===== config.mk =====
export PLATFORM = sky130hd
export DESIGN_NAME = bonus_spawn_scheduler
export DESIGN_NICKNAME = d
export VERILOG_FILES = /design/src/rtl/bonus_spawn_scheduler.sv
export SDC_FILE = /design/constraint.sdc
export NUM_CORES = 1
export LEC_CHECK = 0
export ABC_AREA = 1
export ABC_CLOCK_PERIOD_IN_PS = 1240
export CAP_MARGIN = 5
export CORE_AREA = 5 5 71 73
export CTS_CLUSTER_DIAMETER = 80
export DETAILED_ROUTE_END_ITERATION = 7
export DIE_AREA = 0 0 76 78
export PLACE_DENSITY = 0.82
export SLEW_MARGIN = 20
export SYNTH_ARGS = -nofsm -noshare
export SYNTH_HDL_FRONTEND = slang
export SYNTH_SLANG_ARGS = --single-unit

===== constraint.sdc =====
create_clock -name clk -period 1.24 [get_ports clk]
set_input_delay 0.248 -clock clk [delete_from_list [all_inputs] [get_ports clk]]
set_output_delay 0.248 -clock clk [all_outputs]
set_load 0.005 [all_outputs]

===== src/rtl/bonus_spawn_scheduler.sv =====
// Bonus ship launch scheduler. It pulses rise after an LFSR-randomised number of frames,
// follows the ship's lifetime, and reports each flight as killed or escaped.
module bonus_spawn_scheduler #(
  parameter int          MIN_FRAMES    = 256,
  parameter int          RANGE_BITS    = 9,
  parameter logic [15:0] LFSR_SEED     = 16'hACE1,
  parameter int          ALIVE_TIMEOUT = 4
) (
  input  logic        clk,
  input  logic        resetN,
  input  logic        startOfFrame,
  input  logic        playGame,
  input  logic        bonusShipAlive,
  input  logic        bonusFireCollision,
  output logic        rise,
  output logic        shipKilled,
  output logic        shipEscaped,
  output logic [3:0]  killCount,
  output logic [10:0] framesToSpawn
);

  localparam int          TMO_W      = (ALIVE_TIMEOUT < 1) ? 1 : $clog2(ALIVE_TIMEOUT + 1);
  localparam logic [15:0] RANGE_MASK = 16'((32'd1 << RANGE_BITS) - 32'd1);

  typedef enum logic [2:0] {
    IDLE,
    ARM,
    COUNT,
    FIRE,
    WAIT_ALIVE,
    ACTIVE,
    REPORT
  } stateT;

  stateT             state;
  stateT             nextState;
  logic [15:0]       lfsr;
  logic [10:0]       delayValue;
  logic [10:0]       framesNext;
  logic [TMO_W-1:0]  timeoutCnt;
  logic [TMO_W-1:0]  timeoutNext;
  logic              killLatch;
  logic              killLatchNext;
  logic              timeoutEscape;
  logic              timeoutEscapeNext;
  logic [3:0]        killCountNext;
  logic              reportKill;
  logic              outputsEnabled;

  // Free-running Fibonacci LFSR; the zero check guards against a lock-up state.
  always_ff @(posedge clk) begin
    if (!resetN) begin
      lfsr <= LFSR_SEED;
    end else if (lfsr == 16'd0) begin
      lfsr <= LFSR_SEED;
    end else begin
      lfsr <= {lfsr[0] ^ lfsr[2] ^ lfsr[3] ^ lfsr[5], lfsr[15:1]};
    end
  end

  assign delayValue = 11'(MIN_FRAMES) + 11'(lfsr & RANGE_MASK);
  assign reportKill = killLatch | bonusFireCollision;

  always_ff @(posedge clk) begin
    if (!resetN) begin
      state         <= IDLE;
      framesToSpawn <= 11'd0;
      timeoutCnt    <= '0;
      killLatch     <= 1'b0;
      timeoutEscape <= 1'b0;
      killCount     <= 4'd0;
    end else begin
      state         <= nextState;
      framesToSpawn <= framesNext;
      timeoutCnt    <= timeoutNext;
      killLatch     <= killLatchNext;
      timeoutEscape <= timeoutEscapeNext;
      killCount     <= killCountNext;
    end
  end

  // Leaving the game wins over every other transition, so a dropped playGame
  // cancels a countdown, a flight or a pending report alike.
  always_comb begin
    nextState         = state;
    framesNext        = framesToSpawn;
    timeoutNext       = timeoutCnt;
    killLatchNext     = killLatch;
    timeoutEscapeNext = 1'b0;
    killCountNext     = killCount;

    if ((state != IDLE) && !playGame) begin
      nextState  = IDLE;
      framesNext = 11'd0;
    end else begin
      case (state)
        IDLE: begin
          framesNext = 11'd0;
          if (playGame) begin
            nextState = ARM;
          end
        end
        ARM: begin
          framesNext = delayValue;
          nextState  = COUNT;
        end
        COUNT: begin
          if (startOfFrame) begin
            if (framesToSpawn == 11'd0) begin
              nextState = FIRE;
            end else begin
              framesNext = framesToSpawn - 11'd1;
            end
          end
        end
        FIRE: begin
          timeoutNext   = TMO_W'(ALIVE_TIMEOUT);
          killLatchNext = 1'b0;
          nextState     = WAIT_ALIVE;
        end
        WAIT_ALIVE: begin
          if (bonusShipAlive) begin
            nextState = ACTIVE;
          end else if (startOfFrame) begin
            if (timeoutCnt == '0) begin
              nextState         = ARM;
              timeoutEscapeNext = 1'b1;
            end else begin
              timeoutNext = timeoutCnt - TMO_W'(1);
            end
          end
        end
        ACTIVE: begin
          if (bonusFireCollision) begin
            killLatchNext = 1'b1;
          end
          if (!bonusShipAlive) begin
            nextState = REPORT;
          end
        end
        REPORT: begin
          if (reportKill && (killCount != 4'd15)) begin
            killCountNext = killCount + 4'd1;
          end
          nextState = ARM;
        end
        default: begin
          nextState = IDLE;
        end
      endcase
    end
  end

  // A failed spawn is flagged from a register so its pulse lands in the ARM cycle
  // that follows the expiring frame, never overlapping rise or a REPORT pulse.
  assign outputsEnabled = resetN & playGame;
  assign rise           = outputsEnabled & (state == FIRE);
  assign shipKilled     = outputsEnabled & (state == REPORT) & reportKill;
  assign shipEscaped    = outputsEnabled & (((state == REPORT) & ~reportKill) | timeoutEscape);

endmodule


==> metrics.txt, run 1 <==
total stage count of the critical path 10; num ports 24; Core ar. 4290 um2; count of non-filler cells in the finished layout 471; clock transition at the register clock pins on the worst setup and hold paths after CTS 0.10 ns; CTS hold repair buffers 0; IR drop worst, VDD 1.30 mV; final hold viol count 0; Tightest Pin Transition 0.426 ns; critical-path cell with the highest stage delay sky130_fd_sc_hd__dfxtp_2; Seq cells post-synth 39; Worst Reg2Reg Path Length in Cells 10; detailed-route wire length 8320 um; Longest Clk Path Bufs 2; Layout Area Growth over Synthesis 67.2%; Remaining Overflow, GRT 0; placer congestion estimate 0.906; violations in the final reports setup timing; router iterations before antenna repair 4; number of synthesized flops with an enable pin 0; final critical delay including setup and external delays 1.56 ns; post-placement cell area 2790 um2; number of vias per cell after detailed routing 5.55; vias 2615; Critical Path Start Type register; Static Leakage 0.00169 uW; Total Die Area 5930 um2; buffering stage count on the worst path with inverters included 2; fin nets 429; critical path's largest stage delay 0.33 ns; count of cells along the worst hold path 3; number of buffers created by CTS 5; clock latency on the worst-skew pair 0.32 ns; setup repair after global routing missed its margin true; synthesized netlist cell count 317; final cycle utilization of the critical path 126%; synthesized area divided by synthesized cell count 6.57 um2; result of the run complete, but fails checks; required time reported for the critical path endpoint 1.49 ns; sequential cell area fraction in the yosys report 37.5%; worst setup margin -0.320 ns; hpwl dp 3940 um; kind of critical path register to register; routed len/inst 17.7 um; wire length of the first global-routing pass 11100 um; level count of the clock H-tree 2; worst-case clock skew 0.0103 ns; count of maximum capacitance violations 0; Post-DRT Antenna Nets 0; count of endpoints failing setup in the final report 41; aggregate global-route resource usage 23.0%; most used cell, CP sky130_fd_sc_hd__nand2_1; Async S/R FF share, synth 0%; chip width 76 um; drt first-iter violations 169; DRC 0; pin count of the biggest net entering global routing 15; Crit path arrival time 1.81 ns; number of pins with negative max-slew slack in the final report 0; footprint of the multi-input gates 1480 um2; port bufs 23; most used flip-flop cell after synthesis sky130_fd_sc_hd__dfxtp_1; Yosys warning total 0; largest fanout on the critical path 3; cell chain of the critical path inv_2, ha_4, inv_2, nor2_1, nand2_1, o21bai_1, nand3_1, nand2_1, nand2_1, nor2_1; diode count 0; y dimension of the die 78 um; antenna violations before repair 0; fraction of final layout cells with drive strength greater than 1 50.8%; via count of the first global-routing pass 2515; element type at the critical path end register; final core area utilization 81.1%; worst rel slew slack 71.3%; filler instances 267; final instance area 3480 um2; total power density per cell area 2350 nW/um2; number of nets in the synthesized netlist 328; achievable frequency 641 MHz; CP top delay family simple AND/OR/NAND/NOR gates; # rows 24; CTS Sinks 39; root buf cell sky130_fd_sc_hd__clkbuf_8; Netlist cell types 32; Synth Cell Area 2080 um2; initial cell density of the core 48.5%; Placed Instances 442; area taken by flip-flops and latches 811 um2; clock tree from TritonCTS done; Hold Crit Class input port to register
-- flip-flops by register name, summed over array words and instances (netlist names) --
name           flops
timeoutEscape      1
lfsr              16
framesToSpawn     11
timeoutCnt         3
killLatch          1
state              3
killCount          4
-- cells in the final DEF, fill, tap and decap left out, types with 3 or more instances in the layout --
cell type | netlist | layout
sky130_fd_sc_hd__a21oi_1 | 10 | 5
sky130_fd_sc_hd__a21oi_2 | 1 | 4
sky130_fd_sc_hd__buf_2 | 0 | 3
sky130_fd_sc_hd__buf_4 | 0 | 57
sky130_fd_sc_hd__buf_6 | 1 | 15
sky130_fd_sc_hd__clkbuf_2 | 0 | 6
sky130_fd_sc_hd__clkbuf_8 | 0 | 5
sky130_fd_sc_hd__clkdlybuf4s15_1 | 0 | 4
sky130_fd_sc_hd__clkdlybuf4s50_1 | 0 | 4
sky130_fd_sc_hd__dfxtp_1 | 39 | 19
sky130_fd_sc_hd__dfxtp_2 | 0 | 18
sky130_fd_sc_hd__dlygate4sd2_1 | 0 | 6
sky130_fd_sc_hd__ha_4 | 0 | 3
sky130_fd_sc_hd__inv_1 | 46 | 32
sky130_fd_sc_hd__inv_2 | 4 | 15
sky130_fd_sc_hd__nand2_1 | 77 | 55
sky130_fd_sc_hd__nand2_2 | 1 | 18
sky130_fd_sc_hd__nand2_4 | 2 | 7
sky130_fd_sc_hd__nand3_1 | 23 | 13
sky130_fd_sc_hd__nand3_2 | 1 | 8
sky130_fd_sc_hd__nand3_4 | 1 | 4
sky130_fd_sc_hd__nand4_1 | 6 | 6
sky130_fd_sc_hd__nor2_1 | 58 | 40
sky130_fd_sc_hd__nor2_2 | 6 | 13
sky130_fd_sc_hd__nor2_4 | 0 | 11
sky130_fd_sc_hd__nor3_2 | 0 | 4
sky130_fd_sc_hd__o21ai_1 | 0 | 7
sky130_fd_sc_hd__o21ai_2 | 0 | 4
-- cell type report --
class	instances	area share, %
multi-input combinational	224	42.6
timing repair buffer	96	22.8
inverter	52	6.11
clock buffer	5	1.98
sequential	39	23.3
clock inverter	3	1.37
tap	52	1.87
-- cells in the mapped netlist (2+ instances only) --
library cell | n | share of area [%]
sky130_fd_sc_hd__nand3_1 | 23 | 5.5
sky130_fd_sc_hd__o22ai_1 | 3 | 0.90
sky130_fd_sc_hd__nor2_1 | 58 | 10
sky130_fd_sc_hd__inv_2 | 4 | 0.72
sky130_fd_sc_hd__inv_1 | 46 | 8.3
sky130_fd_sc_hd__o21ai_0 | 13 | 3.1
sky130_fd_sc_hd__ha_1 | 5 | 3.0
sky130_fd_sc_hd__nand4_1 | 6 | 1.8
sky130_fd_sc_hd__nand2_4 | 2 | 1.1
sky130_fd_sc_hd__nor4_1 | 3 | 0.90
sky130_fd_sc_hd__nand2_1 | 77 | 14
sky130_fd_sc_hd__a21oi_1 | 10 | 2.4
sky130_fd_sc_hd__nor2_2 | 6 | 1.8
sky130_fd_sc_hd__nor3_1 | 5 | 1.2
sky130_fd_sc_hd__dfxtp_1 | 39 | 38
-- per-stage QoR --
| stage | setup slack [ns] | hold slack (ns) | setup TNS [ns] | total power, uW |
|---|---|---|---|---|
| after global placement | -0.634 | 0.416 | -8.10 | 5240 |
| after floorplan | -0.118 | 0.325 | -0.734 | 3890 |
| after detailed placement | -0.648 | 0.425 | -9.18 | 5360 |
| after CTS | -0.221 | 0.414 | -3.97 | 7160 |
| after global routing | -0.388 | 0.417 | -8.43 | 8660 |
| final | -0.320 | 0.399 | -6.49 | 8190 |
-- power by group --
part	internal [uW]	switching [uW]
clock network	611	563
logic	2320	2990
registers	1510	195
total	4440	3750
-- worst paths after layout --
kind / from / endpoint / slack (ns)
worst max-delay path: framesToSpawn[0] / state[1] / -0.32
worst min-delay path: bonusFireCollision / killLatch / 0.40
worst max register to register: framesToSpawn[0] / state[1] / -0.32
worst min register to register: lfsr[12] / lfsr[11] / 0.45
-- timing repair --
action,in CTS,in global routing
cloned,1,0
resized for setup,110,82
buffers inserted,8,12
endpoints found under the hold margin,0,0
endpoints found under the setup margin,42,46
pin swaps,26,34
-- kinds of logic after synthesis --
group / synth area share (%)
AO/OA/AOI/OAI: 7.87
XOR/XNOR: 0.841
adder cells (fa/ha/maj): 3.00
buffers and inverters: 10.9
flip-flops: 37.5
AND/OR/NAND/NOR: 39.9
-- per-layer routing --
layer / share of wire [%] / up-vias / GRT usage, %
li1: - / 1200 / -
met1: 38 / 1246 / 23.8
met2: 52 / 120 / 42.9
met3: 4.2 / 49 / 4.63
met4: 5.7 / 0 / 13.2
met5: 0 / - / 0
-- worst reg2reg max path: stages (launching register included) --
cell	delay (ns)
sky130_fd_sc_hd__dfxtp_2	0.33
sky130_fd_sc_hd__inv_2	0.08
sky130_fd_sc_hd__ha_4	0.14
sky130_fd_sc_hd__inv_2	0.03
sky130_fd_sc_hd__nor2_1	0.08
sky130_fd_sc_hd__nand2_1	0.09
sky130_fd_sc_hd__o21bai_1	0.26
sky130_fd_sc_hd__nand3_1	0.21
sky130_fd_sc_hd__nand2_1	0.12
sky130_fd_sc_hd__nand2_1	0.05
sky130_fd_sc_hd__nor2_1	0.11
Note: power is estimated with default switching activity, not from simulation.
==> inputs of run 2 (changes only) <==
--- a/config.mk
+++ b/config.mk
@@ -8,12 +8,12 @@
 export ABC_AREA = 1
 export ABC_CLOCK_PERIOD_IN_PS = 1240
 export CAP_MARGIN = 5
-export CORE_AREA = 5 5 71 73
+export CORE_AREA = 2 2 68 70
 export CTS_CLUSTER_DIAMETER = 80
 export DETAILED_ROUTE_END_ITERATION = 7
-export DIE_AREA = 0 0 76 78
+export DIE_AREA = 0 0 70 72
 export PLACE_DENSITY = 0.82
-export SLEW_MARGIN = 20
+export SLEW_MARGIN = 0
 export SYNTH_ARGS = -nofsm -noshare
 export SYNTH_HDL_FRONTEND = slang
 export SYNTH_SLANG_ARGS = --single-unit
==> run 2 against run 1 <==
Net effect: the flow still finishes with violations (setup timing); global-route usage rose by 2.4 points; via count fell by 7.3%; first-iteration DRC count fell by 36%.
==> metrics.txt, run 2 (same netlist as run 1, synthesis figures left out) <==
result of the run complete, but fails checks; violations in the final reports setup timing; highest-count cells in the layout ignoring fill and taps sky130_fd_sc_hd__nand2_1, sky130_fd_sc_hd__buf_4, sky130_fd_sc_hd__nor2_1; hpwl dp 3930 um; clock tree from TritonCTS done; cell chain of the critical path inv_2, ha_4, ha_4, nand2_2, nand2_2, nor2_2, nor2_2, nand3_2, o21ai_2, inv_1; final critical delay including setup and external delays 1.53 ns; clock transition at the register clock pins on the worst setup and hold paths after CTS 0.08 ns; CTS Sinks 39; kind of critical path register to register; worst reg-to-reg setup slack -0.29 ns; hold path startpoint bonusFireCollision; final hold viol count 0; via count of the first global-routing pass 2285; port bufs 23; router iterations before antenna repair 4; final instance area 3320 um2; setup repair after global routing missed its margin true; total power density per cell area 2250 nW/um2; chip width 70 um; element type at the critical path end register; final cycle utilization of the critical path 124%; DRC 0; fraction of final layout cells with drive strength greater than 1 44.9%; most common library cell in the layout ignoring fill and taps sky130_fd_sc_hd__nand2_1; launching point of the worst reg2reg path timeoutCnt[1]; IR drop worst, VDD 1.23 mV; Longest Clk Path Bufs 2; Tightest Pin Transition 0.260 ns; routed len/inst 14.2 um; Critical Path Start Type register; pre-CTS setup slack -0.572 ns; level count of the clock H-tree 2; number of pins with negative max-slew slack in the final report 0; detailed-route wire length 6630 um; leading registers by flop count lfsr: 16 flops, framesToSpawn: 11 flops, killCount: 4 flops; aggregate global-route resource usage 25.5%; achievable frequency 653 MHz; count of maximum capacitance violations 0; wire length of the first global-routing pass 10200 um; total power after layout 7480 uW; count of cells along the worst hold path 3; largest fanout on the critical path 3; required time reported for the critical path endpoint 1.43 ns; max reg flops 16; number of vias per cell after detailed routing 5.20; Total Die Area 5040 um2; diode count 0; Static Leakage 0.00163 uW; worst-case clock skew 0.00678 ns; root buf cell sky130_fd_sc_hd__clkbuf_8; placer congestion estimate 0.862; worst rel slew slack 82.6%; Crit path arrival time 1.73 ns; fin nets 424; count of endpoints failing setup in the final report 25; number of buffers created by CTS 5; # rows 24; post-placement cell area 2820 um2; critical register-to-register path endpoint state[2]; drt first-iter violations 109; Layout Area Growth over Synthesis 59.5%; Worst Reg2Reg Path Length in Cells 10; worst setup margin -0.291 ns; num ports 24; critical path's largest stage delay 0.34 ns; Hold Crit Class input port to register; initial cell density of the core 48.8%; Worst Hold End killLatch; register with the most flip-flops lfsr; vias 2425; antenna violations before repair 0; Remaining Overflow, GRT 0; critical-path cell with the highest stage delay sky130_fd_sc_hd__dfxtp_2; Post-DRT Antenna Nets 0; y dimension of the die 72 um; pin count of the biggest net entering global routing 16; Core ar. 4260 um2; clock latency on the worst-skew pair 0.30 ns
[run 2: cell count changes in the layout (fill, tap and decap cells not counted), sizes merged]
| cell | before | now |
|---|---|---|
| buf | 76 | 72 |
| clkbuf | 11 | 12 |
| clkdlybuf4s15 | 4 | 3 |
| clkdlybuf4s50 | 4 | 3 |
| dlygate4sd2 | 6 | 7 |
| nand2 | 81 | 80 |
[run 2: worst max-delay path: cells and delay by family, from the launching register on]
family,cells,cell delay (ns)
fa+ha+maj,2,0.30
flops,1,0.34
compound gates,1,0.17
simple gates,5,0.48
buf+inv,2,0.13
[run 2: stage by stage]
step	setup TNS (ns)	hold WS, ns	instances	utilization, %
after global placement	-8.15	0.418	446	66.1
final	-4.30	0.430	466	77.9
after floorplan	-0.734	0.325	317	-
after detailed placement	-9.41	0.427	446	66.1
after global routing	-6.34	0.457	466	77.9
after CTS	-2.85	0.426	461	75.5
[run 2: timing repair]
item                                    CTS  global route
resized for setup                       116            37
endpoints found under the hold margin     0             0
buffers inserted                          7             5
endpoints found under the setup margin   48            48
pin swaps                                22            25
hold buffers                              0             0
[run 2: worst max path at each step]
stage                            start               end  slack [ns]  depth (start not counted)
finish                   timeoutCnt[1]          state[2]       -0.29                         10
global route             timeoutCnt[1]          state[2]       -0.37                         10
CTS                           state[0]              rise       -0.18                          5
detailed placement  bonusFireCollision       shipEscaped       -0.57                          5
global placement                resetN        shipKilled       -0.55                          4
floorplan             framesToSpawn[0]  framesToSpawn[2]       -0.12                         12
[run 2: power by group]
group	leakage, uW	total [uW]	internal (uW)	switching (uW)
registers	0.000330	1700	1510	194
clock network	0.0000587	1130	610	522
logic	0.00124	4640	2090	2550
total	0.00163	7480	4210	3270
[run 2: cell type report]
cell class                      count  area (um2)
Multi-Input combinational cell    223        1380
Fill cell                         287         943
Tap cell                           52        65.1
Timing Repair Buffer               92         739
Clock buffer                        5        68.8
Sequential cell                    39         812
Inverter                           52         204
Clock inverter                      3        47.5
[run 2: per-layer routing]
metal / wire length (um) / track usage, % / vias to the layer above / part of all wire (%)
li1: - / - / 1189 / -
met1: 2550 / 27.4 / 1135 / 38
met2: 3520 / 47.8 / 76 / 53
met3: 323 / 5.69 / 25 / 4.9
met4: 238 / 11.3 / 0 / 3.6
met5: 0 / 0 / - / 0
